`config.mk`:
```
export PLATFORM = sky130hd
export DESIGN_NAME = sb_tx_packet_serializer_flat
export DESIGN_NICKNAME = d
export VERILOG_FILES = /design/src/rtl/sb_tx_packet_serializer_if.sv /design/src/rtl/sb_tx_packet_serializer.sv /design/src/flat_wrapper.sv
export SDC_FILE = /design/constraint.sdc
export NUM_CORES = 1
export LEC_CHECK = 0
export BUFFER_PORTS_ARGS = -buffer_cell sky130_fd_sc_hd__buf_2
export CAP_MARGIN = 20
export CELL_PAD_IN_SITES_DETAIL_PLACEMENT = 2
export CELL_PAD_IN_SITES_GLOBAL_PLACEMENT = 2
export CORE_ASPECT_RATIO = 1.5
export CORE_MARGIN = 4
export CORE_UTILIZATION = 34
export DETAILED_ROUTE_END_ITERATION = 7
export PLACE_DENSITY_LB_ADDON = 0.1
export REMOVE_ABC_BUFFERS = 1
export SLEW_MARGIN = 20
export SYNTH_ARGS = -nofsm -noshare
export SYNTH_HDL_FRONTEND = slang
export SYNTH_SLANG_ARGS = --single-unit
```
`constraint.sdc`:
```
create_clock -name i_pll_clk -period 3.4 [get_ports i_pll_clk]
set_clock_uncertainty 0.15 [all_clocks]
set_input_delay 0.68 -clock i_pll_clk [delete_from_list [all_inputs] [get_ports i_pll_clk]]
set_output_delay 0.68 -clock i_pll_clk [all_outputs]
set_load 0.05 [all_outputs]
```
`src/rtl/sb_tx_packet_serializer_if.sv`:
```
// Purpose : request-side handshake bundle for the sideband TX packet serializer.
// Ports   : i_hdr/i_data (CHUNK_W), i_has_data, i_valid driven by the producer;
//           o_ready returned by the serializer (registered, = buffer empty).
interface sb_tx_packet_serializer_if #(
  parameter int CHUNK_W = 64
);
  logic [CHUNK_W-1:0] i_hdr;
  logic [CHUNK_W-1:0] i_data;
  logic               i_has_data;
  logic               i_valid;
  logic               o_ready;

  modport master (
    output i_hdr, i_data, i_has_data, i_valid,
    input  o_ready
  );

  modport slave (
    input  i_hdr, i_data, i_has_data, i_valid,
    output o_ready
  );
endinterface

```
`src/rtl/sb_tx_packet_serializer.sv`:
```
// Purpose : one-entry buffered sideband TX serializer, LSB first, with idle gaps after each chunk.
// Latency : accept edge -> buffer full -> first serial bit two cycles after the accepting cycle.
// Backpr. : o_ready low while the one-entry buffer is full; offers are ignored (not overwritten).
// Ports   : i_pll_clk/i_rst (sync, active-high); io = hdr/data/has_data/valid/ready handshake;
//           o_clk_en (high while a packet is in flight), o_txdatasb (serial data),
//           o_busy (not idle or buffer full), o_pkt_done (one-cycle pulse after the last gap cycle).
module sb_tx_packet_serializer #(
  parameter int CHUNK_W    = 64,
  parameter int GAP_CYCLES = 32
) (
  input  logic                      i_pll_clk,
  input  logic                      i_rst,
  sb_tx_packet_serializer_if.slave  io,
  output logic                      o_clk_en,
  output logic                      o_txdatasb,
  output logic                      o_busy,
  output logic                      o_pkt_done
);

  localparam int BIT_W = (CHUNK_W > 1) ? $clog2(CHUNK_W) : 1;
  localparam int GAP_W = (GAP_CYCLES > 1) ? $clog2(GAP_CYCLES) : 1;

  typedef enum logic [2:0] {
    ST_IDLE       = 3'd0,
    ST_SHIFT_HDR  = 3'd1,
    ST_GAP_HDR    = 3'd2,
    ST_SHIFT_DATA = 3'd3,
    ST_GAP_DATA   = 3'd4
  } state_e;

  state_e             state_q, state_d;
  logic [CHUNK_W-1:0] shift_q, shift_d;
  logic [BIT_W-1:0]   bit_cnt_q, bit_cnt_d;
  logic [GAP_W-1:0]   gap_cnt_q, gap_cnt_d;

  // One-entry input buffer.
  logic               buf_full_q, buf_full_d;
  logic [CHUNK_W-1:0] buf_hdr_q, buf_hdr_d;
  logic [CHUNK_W-1:0] buf_data_q, buf_data_d;
  logic               buf_has_data_q, buf_has_data_d;

  // Copy of the in-flight packet's data phase, taken at header load so a new
  // accept into the buffer cannot disturb the packet being transmitted.
  logic [CHUNK_W-1:0] cur_data_q, cur_data_d;
  logic               cur_has_data_q, cur_has_data_d;

  logic               clk_en_q, clk_en_d;
  logic               pkt_done_q, pkt_done_d;

  logic bit_last, gap_last, in_shift, in_gap;
  logic load_hdr, load_data, pkt_end;

  assign bit_last = (bit_cnt_q == BIT_W'(CHUNK_W - 1));
  assign gap_last = (gap_cnt_q == GAP_W'(GAP_CYCLES - 1));
  assign in_shift = (state_q == ST_SHIFT_HDR) || (state_q == ST_SHIFT_DATA);
  assign in_gap   = (state_q == ST_GAP_HDR)   || (state_q == ST_GAP_DATA);

  // State register.
  always_ff @(posedge i_pll_clk) begin
    if (i_rst) begin
      state_q <= ST_IDLE;
    end else begin
      state_q <= state_d;
    end
  end

  // Next-state logic.
  always_comb begin
    state_d   = state_q;
    load_hdr  = 1'b0;
    load_data = 1'b0;
    pkt_end   = 1'b0;
    case (state_q)
      ST_IDLE: begin
        if (buf_full_q) begin
          load_hdr = 1'b1;
          state_d  = ST_SHIFT_HDR;
        end
      end
      ST_SHIFT_HDR: begin
        if (bit_last) state_d = ST_GAP_HDR;
      end
      ST_GAP_HDR: begin
        if (gap_last) begin
          if (cur_has_data_q) begin
            load_data = 1'b1;
            state_d   = ST_SHIFT_DATA;
          end else begin
            pkt_end = 1'b1;
          end
        end
      end
      ST_SHIFT_DATA: begin
        if (bit_last) state_d = ST_GAP_DATA;
      end
      ST_GAP_DATA: begin
        if (gap_last) pkt_end = 1'b1;
      end
      default: state_d = ST_IDLE;
    endcase

    // A waiting packet is chained straight into SHIFT_HDR so o_clk_en never drops.
    if (pkt_end) begin
      if (buf_full_q) begin
        load_hdr = 1'b1;
        state_d  = ST_SHIFT_HDR;
      end else begin
        state_d = ST_IDLE;
      end
    end
  end

  // Datapath next-state: shifter, counters, buffer.
  always_comb begin
    shift_d        = shift_q;
    bit_cnt_d      = bit_cnt_q;
    gap_cnt_d      = gap_cnt_q;
    buf_full_d     = buf_full_q;
    buf_hdr_d      = buf_hdr_q;
    buf_data_d     = buf_data_q;
    buf_has_data_d = buf_has_data_q;
    cur_data_d     = cur_data_q;
    cur_has_data_d = cur_has_data_q;

    // Counters return to 0 on their terminal value, so every state entry sees 0.
    if (in_shift) begin
      shift_d   = shift_q >> 1;
      bit_cnt_d = bit_last ? '0 : bit_cnt_q + BIT_W'(1);
    end
    if (in_gap) begin
      gap_cnt_d = gap_last ? '0 : gap_cnt_q + GAP_W'(1);
    end

    if (load_data) begin
      shift_d = cur_data_q;
    end

    if (load_hdr) begin
      shift_d        = buf_hdr_q;
      cur_data_d     = buf_data_q;
      cur_has_data_d = buf_has_data_q;
      buf_full_d     = 1'b0;
      bit_cnt_d      = '0;
      gap_cnt_d      = '0;
    end

    // Load needs buf_full_q and accept needs !buf_full_q, so they never collide.
    if (io.i_valid && !buf_full_q) begin
      buf_full_d     = 1'b1;
      buf_hdr_d      = io.i_hdr;
      buf_data_d     = io.i_data;
      buf_has_data_d = io.i_has_data;
    end

    clk_en_d   = (state_d != ST_IDLE);
    pkt_done_d = pkt_end;
  end

  always_ff @(posedge i_pll_clk) begin
    if (i_rst) begin
      shift_q        <= '0;
      bit_cnt_q      <= '0;
      gap_cnt_q      <= '0;
      buf_full_q     <= 1'b0;
      buf_hdr_q      <= '0;
      buf_data_q     <= '0;
      buf_has_data_q <= 1'b0;
      cur_data_q     <= '0;
      cur_has_data_q <= 1'b0;
      clk_en_q       <= 1'b0;
      pkt_done_q     <= 1'b0;
    end else begin
      shift_q        <= shift_d;
      bit_cnt_q      <= bit_cnt_d;
      gap_cnt_q      <= gap_cnt_d;
      buf_full_q     <= buf_full_d;
      buf_hdr_q      <= buf_hdr_d;
      buf_data_q     <= buf_data_d;
      buf_has_data_q <= buf_has_data_d;
      cur_data_q     <= cur_data_d;
      cur_has_data_q <= cur_has_data_d;
      clk_en_q       <= clk_en_d;
      pkt_done_q     <= pkt_done_d;
    end
  end

  // Output logic.
  always_comb begin
    o_clk_en   = clk_en_q;
    o_pkt_done = pkt_done_q;
    o_busy     = (state_q != ST_IDLE) || buf_full_q;
    o_txdatasb = 1'b0;
    if (in_shift) o_txdatasb = shift_q[0];
  end

  assign io.o_ready = ~buf_full_q;

endmodule

```
`src/flat_wrapper.sv`:
```
// flat-port wrapper written by rule: the top's interface ports become plain ports
module sb_tx_packet_serializer_flat 
#(
  parameter int CHUNK_W    = 64,
  parameter int GAP_CYCLES = 32
)
  (i_pll_clk, i_rst, o_clk_en, o_txdatasb, o_busy, o_pkt_done, io_i_hdr, io_i_data, io_i_has_data, io_i_valid, io_o_ready);
  sb_tx_packet_serializer_if #(.CHUNK_W(CHUNK_W)) io_i ();
  input  logic i_pll_clk;
  input  logic i_rst;
  output logic o_clk_en;
  output logic o_txdatasb;
  output logic o_busy;
  output logic o_pkt_done;
  input wire logic [$bits(io_i.i_hdr)-1:0] io_i_hdr;
  input wire logic [$bits(io_i.i_data)-1:0] io_i_data;
  input wire logic [$bits(io_i.i_has_data)-1:0] io_i_has_data;
  input wire logic [$bits(io_i.i_valid)-1:0] io_i_valid;
  output wire logic [$bits(io_i.o_ready)-1:0] io_o_ready;
  assign io_i.i_hdr = io_i_hdr;
  assign io_i.i_data = io_i_data;
  assign io_i.i_has_data = io_i_has_data;
  assign io_i.i_valid = io_i_valid;
  assign io_o_ready = io_i.o_ready;
  sb_tx_packet_serializer #(.CHUNK_W(CHUNK_W), .GAP_CYCLES(GAP_CYCLES)) u_core (.i_pll_clk(i_pll_clk), .i_rst(i_rst), .io(io_i), .o_clk_en(o_clk_en), .o_txdatasb(o_txdatasb), .o_busy(o_busy), .o_pkt_done(o_pkt_done));
endmodule
```
==> key figures, run 1 <==
Timing
  • RSZ-0062 raised after global routing: false
  • Max Freq: 0.3351 GHz
  • Slew @ Worst Pin: 0.6800 ns
  • Final hold vios: 0
  • Rel. slew slack: 54.57%
  • Fin crit period: 2.984 ns
  • Setup Viol. Count Final: 0
  • Pins Over Slew Limit: 0
  • Final WS setup: 0.4155 ns
  • Fin Hold WS: 0.2273 ns
  • Crit share post-route: 87.78%

Worst setup path
  • Crit path arrival time: 3.30 ns
  • Setup crit end kind: register
  • Crit path max fanout: 27
  • Internal reg-to-reg setup slack: 0.42 ns
  • Crit path kind: register to register
  • Worst Setup Start Kind: register
  • Worst EP required: 3.71 ns

Clock network
  • Clk Latency, worst-skew pair: 0.54 ns
  • Number of buffers created by CTS: 29
  • CTS tree: yes
  • Root Driver: clkbuf_16
  • CTS Sinks: 275
  • Maximum clock insertion buffer count: 3
  • Max H-tree Level: 1
  • Clk slew on worst S/H paths: 0.06 ns
  • Post-CTS Hold Fix Bufs: 0
  • Post-cts sizing count: 0
  • Postcts setup bufs: 0

Placed design
  • HPWL after DPL: 18.32 mm
  • Final GP Congestion: 0.7279
  • Placed cell area: 11110 um2
  • Pre-CTS setup slack: 0.4435 ns
  • IO buf count: 136

Outcome
  • Status: finished clean

Floorplanning
  • Core Region: 29480 um2
  • Die height: 219.6 um
  • Row Count: 77
  • Io pins: 137
  • Die area: 32730 um2
  • Die Wd: 149.1 um
  • Initial Util: 34.42%

Run
  • Max Cap Viol: 0

Min path
  • HP Class: input pin to register

Global routing
  • GRT Total Usage: 18.18%
  • Largest net degree at the start of global routing: 130
  • First-pass GRT wire length: 49.25 mm
  • Initial antenna violation count: 0
  • Gr ovfl total: 0
  • Vias in the first global route: 9797

Yosys
  • Seq/Total Area, Yosys: 54.25%
  • Cells after synthesis: 1245
  • Post-synthesis cell area: 10150 um2
  • Yosys warns: 0
  • Library cells used by synthesis: 39
  • Mean area per synthesized cell: 8.151 um2
  • Synthesis-stage register bit count: 275

Final layout
  • # diodes: 0
  • Most common cell after layout, fill and taps aside: nand2_1
  • Commonest cells after routing, fill and taps aside: nand2_1, dfxtp_1, a21oi_1, buf_2, a222oi_1
  • Share of cells above drive strength 1: 14.96%
  • Final instance area: 12040 um2
  • Fin util: 40.85%
  • Net count, final: 1459
  • Area Growth Syn to Fin: 18.65%

Drt
  • Vias: 9102
  • WL final: 30.22 mm
  • Drt wl/cell: 17.38 um
  • DRC errors left: 0
  • DRT Pass-1 Iters: 5
  • Antenna viol nets, final: 0
  • DRT iter0 DRCs: 574
  • Post-DR vias/cell: 5.234

Power and ir drop
  • Leakage power: 4.404 nW
  • Power density over the cells: 597.8 nW/um2
  • Max VDD drop: 334.0 uV
[sequential cells by signal (all words and copies together) (netlist names)]
name,count
u_core.buf_full_q,1
u_core.bit_cnt_q,6
u_core.o_clk_en,1
u_core.o_pkt_done,1
u_core.gap_cnt_q,5
u_core.shift_q,64
u_core.cur_has_data_q,1
u_core.buf_has_data_q,1
u_core.state_q,3
u_core.cur_data_q,64
u_core.buf_hdr_q,64
u_core.buf_data_q,64
[cells in the mapped netlist, drive strengths merged]
cell	n	area share [%]
or3	1	0.062
dfxtp	275	54
o21ai	67	3.3
a31oi	1	0.062
a21oi	204	10
o21bai	1	0.074
a211oi	1	0.074
nor3b	2	0.15
nand2b	5	0.31
nor3	4	0.20
buf	22	1.6
and3	3	0.23
a2111oi	1	0.27
a222oi	63	6.2
nand2	462	17
o2bb2ai	1	0.086
o211ai	1	0.074
a32oi	1	0.086
xor2	3	0.26
inv	2	0.074
nor2b	5	0.38
nand3b	1	0.074
ha	3	0.37
clkbuf	82	3.0
a21o	1	0.074
mux2i	2	0.20
and2	2	0.12
o311a	1	0.099
nor4	1	0.062
nand3	3	0.15
o21a	1	0.074
nand4	1	0.062
nor2	22	0.81
[metrics by stage]
stage / cells / total power, mW / TNS (ns)
finish: 1739 / 7.198 / 0
global route: 1739 / 7.527 / 0
CTS: 1739 / 7.316 / 0
detailed placement: 1688 / 4.173 / 0
global placement: 1688 / 4.150 / 0
floorplan: 1141 / 3.829 / -337.99
[per-layer routing]
metal	track usage [%]	wire length (um)	up-vias
met5	0	0	-
met4	3.603	473	0
met3	2.078	1052	30
met2	34.98	15900	133
met1	21.59	12790	4534
li1	-	-	4405
[final timing paths]
path / startpoint / endpoint / cells after the start
worst max-delay path: u_core.gap_cnt_q[0]$_SDFFE_PP0N_ / u_core.shift_q[21]$_SDFFE_PP0P_ / 9
worst min-delay path: io_i_data[62] / u_core.buf_data_q[62]$_SDFFE_PP0P_ / 3
worst max register to register: u_core.gap_cnt_q[0]$_SDFFE_PP0N_ / u_core.shift_q[21]$_SDFFE_PP0P_ / 9
worst min register to register: u_core.shift_q[3]$_SDFFE_PP0P_ / u_core.shift_q[3]$_SDFFE_PP0P_ / 2
[power by group]
group          internal, mW  switching [mW]
sequential             3.37          0.0868
clock                  1.86            1.26
combinational         0.202           0.428
total                  5.42            1.77
[cell families after synthesis]
group	count (synthesis)	synth area share, %
muxes	2	0.1973
xor gates and xnor gates	3	0.2590
DFF	275	54.25
AOI/OAI and AO/OA	344	20.55
buffers and inverters	106	4.673
adders and majority gates	3	0.3699
and+or+nand+nor	512	19.70
[final cells by class]
cell class | count | area, um2
flip-flops and latches | 275 | 5505
well taps | 395 | 494.2
repair buffers | 152 | 897.1
inverters | 2 | 7.507
multi-input cells | 864 | 4202
clock buffers | 49 | 900.9
fillers | 3426 | 17440
clock inverters | 2 | 35.03
[critical path, stage by stage, from the launching register on]
cell,delay (ns)
dfxtp_1,0.40
ha_1,0.21
and3_1,0.17
ha_1,0.31
nor2b_1,0.08
o2bb2ai_1,0.43
and2_4,0.43
buf_4,0.38
a222oi_1,0.17
o21ai_1,0.18
Note: power is estimated with default switching activity, not from simulation.
==> run 2, diff against run 1 <==
--- a/config.mk
+++ b/config.mk
@@ -11,7 +11,8 @@
 export CELL_PAD_IN_SITES_GLOBAL_PLACEMENT = 2
 export CORE_ASPECT_RATIO = 1.5
 export CORE_MARGIN = 4
-export CORE_UTILIZATION = 34
+export CORE_UTILIZATION = 35
+export CTS_BUF_LIST = sky130_fd_sc_hd__clkbuf_8
 export DETAILED_ROUTE_END_ITERATION = 7
 export PLACE_DENSITY_LB_ADDON = 0.1
 export REMOVE_ABC_BUFFERS = 1
@@ -19,3 +20,4 @@
 export SYNTH_ARGS = -nofsm -noshare
 export SYNTH_HDL_FRONTEND = slang
 export SYNTH_SLANG_ARGS = --single-unit
+export TNS_END_PERCENT = 20
==> key figures, run 2 (synthesis gave the netlist of run 1 again) <==
Clock network
  • Root Driver: clkbuf_8
  • Post-CTS Hold Fix Bufs: 0
  • Max H-tree Level: 2
  • Maximum clock insertion buffer count: 3
  • Clk slew on worst S/H paths: 0.06 ns
  • Number of buffers created by CTS: 45
  • CTS tree: yes
  • Clk Latency, worst-skew pair: 0.56 ns
  • Postcts setup bufs: 0
  • CTS Sinks: 275
  • Post-cts sizing count: 0

Worst setup path
  • CP cell instances: nor2b_4, and2_1, buf_2
  • Crit-path max cell delay: 0.69 ns
  • Worst EP required: 2.57 ns
  • Crit path max fanout: 27
  • Setup crit end kind: primary output
  • Family with the most delay on the worst path: simple AND/OR/NAND/NOR gates
  • Crit path kind: register to primary output
  • Worst Setup Start Kind: register
  • Crit path arrival time: 2.23 ns
  • Max stage delay cell, worst path: nor2b_4
  • Bufs and invs on worst path: 1

Floorplanning
  • Die area: 31840 um2
  • Core Region: 28620 um2
  • Row Count: 76
  • Die Wd: 147.0 um
  • Die height: 216.6 um
  • Initial Util: 35.46%
  • Io pins: 137

Final layout
  • Net count, final: 1480
  • Area Growth Syn to Fin: 16.95%
  • Fin util: 41.47%
  • Non-filler instance count after layout: 1753
  • # diodes: 0
  • Most common cell after layout, fill and taps aside: nand2_1
  • Fill cells: 3276
  • Share of cells above drive strength 1: 15.77%
  • Commonest cells after routing, fill and taps aside: nand2_1, dfxtp_1, a21oi_1, buf_2, a222oi_1

Min path
  • HP Class: input pin to register

Global routing
  • GRT Total Usage: 18.76%
  • Largest net degree at the start of global routing: 116
  • Initial antenna violation count: 0
  • Gr ovfl total: 0
  • Vias in the first global route: 9973
  • First-pass GRT wire length: 49.54 mm

Power and ir drop
  • Net switching power figure: 1.740 mW
  • Combinational share of power: 9.6%
  • Seq pwr share: 52.1%
  • Max VDD drop: 247.2 uV
  • Cell Int Power: 4.888 mW
  • Leakage power: 4.404 nW
  • Power density over the cells: 558.4 nW/um2
  • Sw Ratio: 26.25%
  • Pwr Total: 6.628 mW
  • Clock power frac: 38.3%

Timing
  • Pins Over Slew Limit: 0
  • Setup Viol. Count Final: 0
  • Final hold vios: 0
  • Max Freq: 0.3266 GHz
  • Fin Hold WS: 0.2072 ns
  • Aggregate negative setup slack: 0 ns
  • RSZ-0062 raised after global routing: false
  • Rel. slew slack: 45.52%
  • Crit share post-route: 90.05%
  • Fin crit period: 3.062 ns
  • Slew @ Worst Pin: 0.8172 ns

Drt
  • DRT Pass-1 Iters: 8
  • Post-DR vias/cell: 5.226
  • DRT iter0 DRCs: 545
  • Drt wl/cell: 17.11 um
  • Vias: 9161
  • WL final: 30.00 mm
  • Antenna viol nets, final: 0
  • DRC errors left: 8

Placed design
  • Placed cells: 1688
  • HPWL after DPL: 19.00 mm
  • Final GP Congestion: 0.7157
  • IO buf count: 136

Outcome
  • Status: complete, but fails checks
  • Failing checks: design-rule violations

Run
  • Max Cap Viol: 0
[run 2: cell types whose count changed in the layout (fill, tap and decap cells not counted), sizes merged]
cell	before	now
inv	2	17
clkbuf	50	51
buf	151	156
clkinv	1	0
bufinv	1	0
[run 2: power groups by stage]
stage                     logic [mW]  registers (mW)  clock network, mW
after detailed placement       0.653            3.52                  0
after global routing           0.721            3.47               2.80
after floorplan                0.334            3.50                  0
final                          0.635            3.46               2.54
after CTS                      0.655            3.46               2.65
after global placement         0.636            3.52                  0
[run 2: path summary, 6_finish.rpt]
| kind | start | to | slack (ns) | cells after the start |
|---|---|---|---|---|
| hold / removal | io_i_data[15] | u_core.buf_data_q[15]$_SDFFE_PP0P_ | 0.21 | 3 |
| hold reg to reg | u_core.buf_data_q[51]$_SDFFE_PP0P_ | u_core.cur_data_q[51]$_SDFFE_PP0P_ | 0.30 | 2 |
| setup reg to reg | u_core.gap_cnt_q[0]$_SDFFE_PP0N_ | u_core.shift_q[23]$_SDFFE_PP0P_ | 0.46 | 9 |
| setup / recovery | u_core.state_q[2]$_SDFF_PP0_ | o_txdatasb | 0.34 | 3 |
[run 2: metrics by stage]
step	instance area [um2]	worst slack [ns]
floorplan	9682	-1.877
global placement	11120	0.5839
detailed placement	11120	0.4651
CTS	11870	0.2820
global route	11870	0.2167
finish	11870	0.3384
[run 2: layout make-up]
cell class                      instances  area (um2)  area share (%)
Clock buffer                           50       688.2           5.798
Multi-Input combinational cell        864        4202           35.40
Sequential cell                       275        5505           46.38
Timing Repair Buffer                  157       922.1           7.769
Clock inverter                         15       56.30          0.4744
Tap cell                              390       488.0           4.111
Inverter                                2       7.507         0.06325
[run 2: routing by layer]
metal  track usage [%]  up-vias  share of wire, %
li1                  -     4445                 -
met1             21.64     4504                41
met2             35.22      161                52
met3             3.012       51               3.8
met4             5.815        0               2.4
met5                 0        -                 0
[run 2: worst min-delay path, cell delays in order]
cell	delay [ns]
buf_2	0.09
nand2_1	0.04
a21oi_1	0.05
==> run 3, diff against run 2 <==
--- a/config.mk
+++ b/config.mk
@@ -5,13 +5,14 @@
 export SDC_FILE = /design/constraint.sdc
 export NUM_CORES = 1
 export LEC_CHECK = 0
+export ABC_AREA = 1
 export BUFFER_PORTS_ARGS = -buffer_cell sky130_fd_sc_hd__buf_2
 export CAP_MARGIN = 20
 export CELL_PAD_IN_SITES_DETAIL_PLACEMENT = 2
 export CELL_PAD_IN_SITES_GLOBAL_PLACEMENT = 2
 export CORE_ASPECT_RATIO = 1.5
 export CORE_MARGIN = 4
-export CORE_UTILIZATION = 35
+export CORE_UTILIZATION = 31
 export CTS_BUF_LIST = sky130_fd_sc_hd__clkbuf_8
 export DETAILED_ROUTE_END_ITERATION = 7
 export PLACE_DENSITY_LB_ADDON = 0.1
==> constraint.sdc (replaced) <==
create_clock -name i_pll_clk -period 2.65 [get_ports i_pll_clk]
set_clock_uncertainty 0.15 [all_clocks]
set_input_delay 0.53 -clock i_pll_clk [delete_from_list [all_inputs] [get_ports i_pll_clk]]
set_output_delay 0.53 -clock i_pll_clk [all_outputs]
set_load 0.05 [all_outputs]
==> key figures, run 3 <==
Floorplanning
  • Core Region: 36160 um2
  • Row Count: 85
  • Die Wd: 164.7 um
  • Die height: 243.1 um
  • Initial Util: 31.59%
  • Io pins: 137
  • Die area: 40040 um2

Timing
  • Aggregate negative setup slack: 0 ns
  • Max Freq: 0.4024 GHz
  • Pins Over Slew Limit: 0
  • Final hold vios: 0
  • Crit share post-route: 93.77%
  • Final WS setup: 0.1651 ns
  • Slew @ Worst Pin: 0.9195 ns
  • Fin crit period: 2.485 ns
  • Rel. slew slack: 38.70%
  • Setup Viol. Count Final: 0

Yosys
  • Yosys top cell area share: 48.20%
  • Most common cell in the netlist: nand2_1
  • Mean area per synthesized cell: 7.130 um2
  • Synth top cells by count: nand2_1, dfxtp_1, nor2_1
  • Post-synth EDFFs: 0
  • Synthesis-stage register bit count: 275
  • Area leader, netlist: dfxtp_1
  • Yosys warns: 0
  • Post-synthesis cell area: 11420 um2
  • Fraction of registers with async set/reset: 0%
  • Library cells used by synthesis: 26
  • Seq/Total Area, Yosys: 48.20%
  • Synth Flop Type: dfxtp_1
  • Synth top area cells: dfxtp_1, o21ai_0, nand2_1
  • Cells after synthesis: 1602

Placed design
  • HPWL after DPL: 22.46 mm
  • Pre-CTS setup slack: 0.08421 ns
  • IO buf count: 136
  • Placed cells: 2115
  • Final GP Congestion: 0.7407

Global routing
  • Largest net degree at the start of global routing: 130
  • GRT busiest layer: met2
  • GRT Total Usage: 18.32%
  • Met1 GRT Util: 21.98%
  • Vias in the first global route: 12120
  • Gr ovfl total: 0
  • Initial antenna violation count: 1
  • GR Util met3: 2.749%
  • GR Util met2: 33.76%
  • First-pass GRT wire length: 60.97 mm

Power and ir drop
  • Clock power frac: 38.2%
  • Combinational share of power: 13.9%
  • Cell Int Power: 6.840 mW
  • Leakage power: 5.905 nW
  • Max VDD drop: 293.8 uV
  • Pwr Total: 9.571 mW
  • Sw Ratio: 28.53%
  • Net switching power figure: 2.731 mW
  • Power density over the cells: 673.7 nW/um2
  • Seq pwr share: 47.9%

Final layout
  • Area taken by multi-input logic gates: 5100 um2
  • Register area: 5512 um2
  • Non-filler instance count after layout: 2258
  • Commonest cells after routing, fill and taps aside: nand2_1, nor2_1, dfxtp_1, o21ai_0, buf_2
  • Fin util: 39.29%
  • Share of cells above drive strength 1: 15.01%
  • Fill cells: 4276
  • Most common cell after layout, fill and taps aside: nand2_1
  • Net count, final: 1887
  • Area Growth Syn to Fin: 24.37%

Clock network
  • CTS Sinks: 275
  • Number of buffers created by CTS: 47
  • Clk slew on worst S/H paths: 0.06 ns
  • Root Driver: clkbuf_8
  • Max H-tree Level: 2
  • CTS tree: yes
  • Maximum clock insertion buffer count: 3
  • Clk Latency, worst-skew pair: 0.59 ns

Drt
  • DRT Pass-1 Iters: 4
  • Post-DR vias/cell: 4.971
  • Antenna viol nets, final: 0
  • DRC errors left: 0
  • Vias: 11220
  • DRT iter0 DRCs: 383
  • WL final: 38.15 mm
  • Drt wl/cell: 16.90 um

Worst setup path
  • Worst Setup Start Kind: register
  • Crit path arrival time: 2.83 ns
  • Worst EP required: 2.99 ns
  • Crit path max fanout: 8
  • Crit path kind: register to register
  • Setup crit end kind: register

Outcome
  • Status: finished clean

Min path
  • HP Class: input pin to register

Run
  • Max Cap Viol: 0
[run 3: changes by cell type in the layout (fill, tap and decap cells not counted), moves of 65 or more]
cell / delta
nor2_1: +250
o21ai_0: +218
nand2_1: -180
inv_1: +79
nand3_1: +72
a21oi_1: -70
nand4_1: +65
[run 3: area by class of cell]
class / instances / share of cell area (%)
antenna: 1 / 0.01761
sequential: 275 / 38.80
clock inverter: 19 / 0.5813
inverter: 86 / 2.343
multi-input combinational: 1110 / 35.90
timing repair buffer: 232 / 12.63
clock buffer: 57 / 5.522
tap: 478 / 4.210
[run 3: repair_timing]
item	in CTS	in global routing
buffers inserted	0	5
hold buffers	52	0
endpoints found under the setup margin	0	89
hold endpoints to repair	52	0
resized for setup	0	9
[run 3: through the flow]
step,hold slack [ns],cell area (um2)
6_report,0.03789,14210
3_3_place_gp,0.2814,12590
4_1_cts,0.001594,13980
2_1_floorplan,0.2766,10830
5_1_grt,0.01254,14210
3_5_place_dp,0.2915,12590
[run 3: cell families (layout without fill, tap and decap cells)]
group | Yosys count | in the layout | share of synthesized area [%]
adder cells (fa/ha/maj) | 3 | 3 | 0.3287
AO/OA/AOI/OAI | 393 | 393 | 17.27
other | 0 | 1 | 0
AND/OR/NAND/NOR | 708 | 711 | 25.92
XOR/XNOR | 3 | 3 | 0.2301
buffers and inverters | 220 | 394 | 8.051
flip-flops | 275 | 275 | 48.20
[run 3: critical path, cell delays in order (launching register included)]
cell,delay (ns)
dfxtp_2,0.35
ha_1,0.17
nand2_1,0.07
nor2_1,0.12
ha_2,0.21
inv_1,0.07
nor2_2,0.10
nand3_2,0.10
nand3_4,0.20
nand2_8,0.12
nand3_4,0.27
buf_12,0.18
nand2_1,0.10
a21oi_2,0.16
[run 3: final timing paths]
kind	start	endpoint	slack [ns]	cells after the start
hold / removal	io_i_data[3]	u_core.buf_data_q[3]$_SDFFE_PP0P_	0.04	3
hold reg to reg	u_core.cur_data_q[18]$_SDFFE_PP0P_	u_core.cur_data_q[18]$_SDFFE_PP0P_	0.30	2
setup / recovery	u_core.gap_cnt_q[0]$_SDFFE_PP0N_	u_core.shift_q[48]$_SDFFE_PP0P_	0.17	13
setup reg to reg	u_core.gap_cnt_q[0]$_SDFFE_PP0N_	u_core.shift_q[48]$_SDFFE_PP0P_	0.17	13
[run 3: metal layers]
| metal | part of all wire [%] | routed length [um] |
|---|---|---|
| met3 | 3.3 | 1261 |
| met5 | 0 | 0 |
| met2 | 52 | 19870 |
| met1 | 43 | 16360 |
| met4 | 1.7 | 665 |
[run 3: power groups by stage]
| stage | sequential, mW | clock, mW | combinational (mW) |
|---|---|---|---|
| after global routing | 4.62 | 4.01 | 1.51 |
| after floorplan | 4.62 | 0 | 0.663 |
| final | 4.59 | 3.66 | 1.33 |
| after global placement | 4.66 | 0 | 1.15 |
| after detailed placement | 4.67 | 0 | 1.19 |
| after CTS | 4.59 | 3.81 | 1.26 |
